==> src/rtl/regfile_pkg.sv <==
// Shared constants for the multi-port register file and its pending scoreboard.
package regfile_pkg;
  localparam int REGFILE_DATA_W   = 32;
  localparam int REGFILE_ADDR_W   = 5;
  localparam int REGFILE_NUM_READ = 2;
  localparam int ZERO_REG         = 0;
endpackage

==> src/rtl/reg_scoreboard.sv <==
// Per-register pending bits: reserve sets, write clears, reserve wins on the same index.
module reg_scoreboard
  import regfile_pkg::*;
#(
  parameter int ADDR_W   = REGFILE_ADDR_W,
  parameter int NUM_READ = REGFILE_NUM_READ
) (
  input  logic                               clk,
  input  logic                               rst_n,
  input  logic                               clr_en,
  input  logic [ADDR_W-1:0]                  clr_idx,
  input  logic                               set_en,
  input  logic [ADDR_W-1:0]                  set_idx,
  input  logic [NUM_READ-1:0][ADDR_W-1:0]    rd_idx,
  output logic [NUM_READ-1:0]                busy
);
  localparam int DEPTH = 2**ADDR_W;
  localparam logic [ADDR_W-1:0] ZERO_IDX = ADDR_W'(ZERO_REG);

  logic [DEPTH-1:0] pend;

  // Set is applied after clear so a new producer supersedes a completing one.
  always_ff @(posedge clk or negedge rst_n) begin
    if (!rst_n) begin
      pend <= '0;
    end else begin
      if (clr_en && clr_idx != ZERO_IDX) pend[clr_idx] <= 1'b0;
      if (set_en && set_idx != ZERO_IDX) pend[set_idx] <= 1'b1;
    end
  end

  for (genvar i = 0; i < NUM_READ; i++) begin : g_busy
    assign busy[i] = (rd_idx[i] != ZERO_IDX) && pend[rd_idx[i]];
  end
endmodule

==> src/rtl/reg_file_mp.sv <==
// Multi-read-port register file with zero register, async clear and pending scoreboard.
// Define REG_FILE_BYPASS_EN to forward a same-cycle write to matching read ports.
module reg_file_mp
  import regfile_pkg::*;
#(
  parameter int DATA_W   = REGFILE_DATA_W,
  parameter int ADDR_W   = REGFILE_ADDR_W,
  parameter int NUM_READ = REGFILE_NUM_READ
) (
  input  logic                         clk,
  input  logic                         rst_n,
  input  logic [NUM_READ*ADDR_W-1:0]   ReadRegister,
  output logic [NUM_READ*DATA_W-1:0]   ReadData,
  output logic [NUM_READ-1:0]          ReadBusy,
  input  logic                         WriteEnable,
  input  logic [ADDR_W-1:0]            WriteRegister,
  input  logic [DATA_W-1:0]            WriteData,
  input  logic                         ReserveEnable,
  input  logic [ADDR_W-1:0]            ReserveRegister
);
  localparam int DEPTH = 2**ADDR_W;
  localparam logic [ADDR_W-1:0] ZERO_IDX = ADDR_W'(ZERO_REG);

  logic [NUM_READ-1:0][ADDR_W-1:0] rd_idx;
  logic [NUM_READ-1:0][DATA_W-1:0] rd_data;
  logic [NUM_READ-1:0]             sb_busy;
  logic [NUM_READ-1:0]             rd_busy;
  logic [DATA_W-1:0]               mem [DEPTH];

  assign rd_idx   = ReadRegister;
  assign ReadData = rd_data;
  assign ReadBusy = rd_busy;

  always_ff @(posedge clk or negedge rst_n) begin
    if (!rst_n) begin
      for (int k = 0; k < DEPTH; k++) mem[k] <= '0;
    end else if (WriteEnable && WriteRegister != ZERO_IDX) begin
      mem[WriteRegister] <= WriteData;
    end
  end

  reg_scoreboard #(.ADDR_W(ADDR_W), .NUM_READ(NUM_READ)) u_sb (
    .clk     (clk),
    .rst_n   (rst_n),
    .clr_en  (WriteEnable),
    .clr_idx (WriteRegister),
    .set_en  (ReserveEnable),
    .set_idx (ReserveRegister),
    .rd_idx  (rd_idx),
    .busy    (sb_busy)
  );

  for (genvar i = 0; i < NUM_READ; i++) begin : g_rd
    logic hit;
`ifdef REG_FILE_BYPASS_EN
    assign hit = WriteEnable && (WriteRegister != ZERO_IDX) && (rd_idx[i] == WriteRegister);
`else
    assign hit = 1'b0;
`endif
    // Zero register is forced here so a stray array value can never leak out.
    assign rd_data[i] = (rd_idx[i] == ZERO_IDX) ? '0 :
                        hit                     ? WriteData : mem[rd_idx[i]];
    assign rd_busy[i] = hit ? 1'b0 : sb_busy[i];
  end
endmodule

==> config.mk <==
export PLATFORM = sky130hd
export DESIGN_NAME = reg_file_mp
export DESIGN_NICKNAME = d
export VERILOG_FILES = /design/src/rtl/regfile_pkg.sv /design/src/rtl/reg_scoreboard.sv /design/src/rtl/reg_file_mp.sv
export SDC_FILE = /design/constraint.sdc
export NUM_CORES = 2
export LEC_CHECK = 0
export BUFFER_PORTS_ARGS = -buffer_cell sky130_fd_sc_hd__buf_2
export CAP_MARGIN = 20
export CORE_MARGIN = 2
export CORE_UTILIZATION = 57
export DETAILED_ROUTE_END_ITERATION = 10
export PLACE_DENSITY = 0.7
export REMOVE_ABC_BUFFERS = 1
export SLEW_MARGIN = 25
export SYNTH_ARGS = -nofsm -noshare
export SYNTH_HDL_FRONTEND = slang
export SYNTH_SLANG_ARGS = --single-unit
==> constraint.sdc <==
create_clock -name clk -period 2.7 [get_ports clk]
set_input_delay 0.135 -clock clk [delete_from_list [all_inputs] [get_ports clk]]
set_output_delay 0.135 -clock clk [all_outputs]
set_load 0.02 [all_outputs]
==> results.txt <==
Status = finished with violations
Failing checks = setup timing
Root buf cell = clkbuf_16
Post-route antenna net violation count = 0
DRT Pass-1 Iters = 5
#FFs+latches synth = 1056
CP max-delay cell = a311oi_1
Post-synth top flop = dfrtp_1
Worst-Skew Late Latency = 0.70 ns
Width of the chip = 317.5 um
Seq/Total Area, Yosys = 47.16%
Max IR drop VDD = 0.5726 mV
Clock Sinks = 1056
Syn Area/Cell = 14.88 um2
Antenna violations before repair = 8
Worst Skew = 0 ns
Final worst setup slack = -0.005574 ns
Drt wl/cell = 34.93 um
Die ar. = 100800 um2
# setup viols final = 1
Async SR Flop Fraction = 100.0%
Worst slew margin = 24.68%
Number of flops mapped to enable cells by yosys = 0
Num ports = 122
Final TNS setup = -0.005574 ns
GRT Max-Usage Layer = met2
Worst Path Arrival = 2.57 ns
Leakage = 0.02762 uW
Row count = 115
Fin. Hold Viols = 0
Cells along the critical path = mux4_2, nor2b_1, a211oi_1, a311oi_1, buf_2
Max Freq = 0.3696 GHz
Dominant cell type by area after synthesis = dfrtp_1
Synth Cell Area = 56030 um2
First-iteration detailed-routing DRC count = 3825
Via Count = 37740
Clock Path Buffers = 3
All-Layer GR Usage = 36.46%
Postcts setup bufs = 0
Post-synth top area share = 47.16%
Die Span Y = 317.5 um
Fill cell count = 6858
Clock Pin Slew Worst Setup and Hold Paths = 0.06 ns
CP Capture Type = output port
Vias in the first global route = 40280
Effective utilization at floorplan = 57.27%
CP max FO = 3
Pin count of the biggest net entering global routing = 111
Period utilization = 100.2%
Warnings, synthesis = 0
Share of layout cells above drive strength 1 = 54.41%
Grt ovf = 0
Multi-input logic area = 27950 um2
Routability congestion estimate from global placement = 0.8628
Worst Tran Pin Value = 1.127 ns
Leading post-synthesis cells by cell area = dfrtp_1, mux2_2, mux4_2
Met1 Use GR = 48.84%
CORE AREA = 97840 um2
Area Overhead vs Synth = 13.63%
Max H-tree Level = 3
Storage cell area = 26430 um2
Post-DP HPWL = 108.1 mm
Vias per cell = 7.256
HP Class = in -> reg
Layout Nets = 3873
Port Buffers = 121
WP data required = 2.57 ns
Max cap viols = 0
Pwr per Cell Area = 738.7 nW/um2
GR Util met3 = 7.356%
Worst setup SP type = register
Grt met2 use = 56.90%
First-pass GRT wire length = 271.7 mm
Max stage delay on crit path = 0.68 ns
Hold WS = 0.03558 ns
Synth cell types = 40
Minimum clock period after layout = 2.706 ns
Worst setup path class = reg -> out
CTS tree = yes
Post-Synthesis Cells = 3766
Max Slew Vio Count = 0
Total CTS buffers = 113
Drc violations = 0
Routed WL = 181.7 mm
[final cells by class]
type / instances / area share [%]
Antenna cell: 1 / 0.003930
Tap cell: 1287 / 2.529
Sequential cell: 1056 / 41.50
Multi-Input combinational cell: 2263 / 43.91
Clock buffer: 173 / 5.316
Timing Repair Buffer: 378 / 5.903
Inverter: 5 / 0.03341
Clock inverter: 38 / 0.8038
[cells by family (layout without fill, tap and decap cells)]
group                  after synthesis  count (layout)  share of synthesized area (%)
muxes                             1651            1651                          42.17
DFF                               1056            1056                          47.16
buffers and inverters              447             594                          3.472
AOI/OAI and AO/OA                  422             422                          5.375
and+or+nand+nor                    190             190                          1.822
other                                0               1                              0
[synthesized netlist by cell type, types with 2 or more instances]
master and n:
nand2b_1 4, dfrtp_1 1056, nand2_1 59, mux4_2 462, mux2_2 1058, nor3b_1 3, nand3_1 5, nand3b_1 5
buf_2 139, nor2b_1 73, buf_4 25, and3b_1 2, nor2_1 21, a22o_1 8, a211oi_1 66, nand4b_1 2
or2_1 2, a32o_1 2, mux2i_1 131, clkbuf_1 239, or2_2 3, o21ai_1 3, a221oi_1 48, and2_1 2
buf_1 39, or4_1 2, o2111ai_1 18, a311oi_1 66, o21ai_0 135, nand4_1 3, a22oi_1 66, o2bb2ai_1 7
inv_1 5
[registers in the layout, summed over array words and instances, names as in the netlist]
register   flops
u_sb.pend     32
mem         1024
[worst paths after layout]
kind | to | cells after the start | startpoint | slack, ns
max | ReadData[39] | 5 | mem[967] | -0.006
min | mem[111] | 2 | WriteData[15] | 0.04
max reg2reg | u_sb.pend[7] | 2 | u_sb.pend[7] | 1.40
min reg2reg | mem[1012] | 0 | mem[1012] | 0.40
max in group asynchronous | u_sb.pend[14] | 4 | rst_n | 0.80
min in group asynchronous | u_sb.pend[6] | 3 | rst_n | 0.50
[metal layers]
layer | up-vias | share of wire, %
li1 | 14750 | -
met1 | 20310 | 38
met2 | 2076 | 47
met3 | 590 | 8.9
met4 | 8 | 6.0
met5 | - | 0.029
[metrics by stage]
stage,util (%),instance area [um2],worst slack [ns],power [uW],std cells
after detailed placement,60.79,59480,0.07424,30790,4971
after global routing,65.07,63670,-0.005659,48750,5201
final,65.07,63670,-0.005574,47030,5201
after CTS,65.01,63610,0.008734,47030,5201
after global placement,60.79,59480,0.07608,29990,4971
after floorplan,-,54110,0.2666,27000,3324
[layout by cell type (no fill, tap or decap), drive strengths merged, types with 59 or more instances in the layout]
| cell | instances |
|---|---|
| o21ai | 138 |
| a22oi | 66 |
| mux2i | 131 |
| clkbuf | 173 |
| buf | 359 |
| dfrtp | 1056 |
| nor2b | 73 |
| nand2 | 59 |
| mux2 | 1058 |
| a311oi | 66 |
| mux4 | 462 |
| a211oi | 66 |
[where the power goes]
group	leakage, uW	switching, uW	internal, uW
registers	0.0135	2270	18800
logic	0.0121	3960	5690
clock network	0.00193	6780	9500
total	0.0276	13000	34000
[what timing repair did]
action	CTS	global route
pin swaps	0	2
hold buffers	19	0
endpoints found under the setup margin	8	12
endpoints found under the hold margin	254	0
cloned	0	0
gates resized for setup	10	15
[critical path: cells and delay by family, from the launching register on]
family	cells	cell delay, ns
buffers and inverters	1	0.29
AO/OA/AOI/OAI	2	0.75
flip-flops	1	0.38
AND/OR/NAND/NOR	1	0.16
multiplexers	1	0.24
No activity file was read; power rests on OpenSTA's default activity.
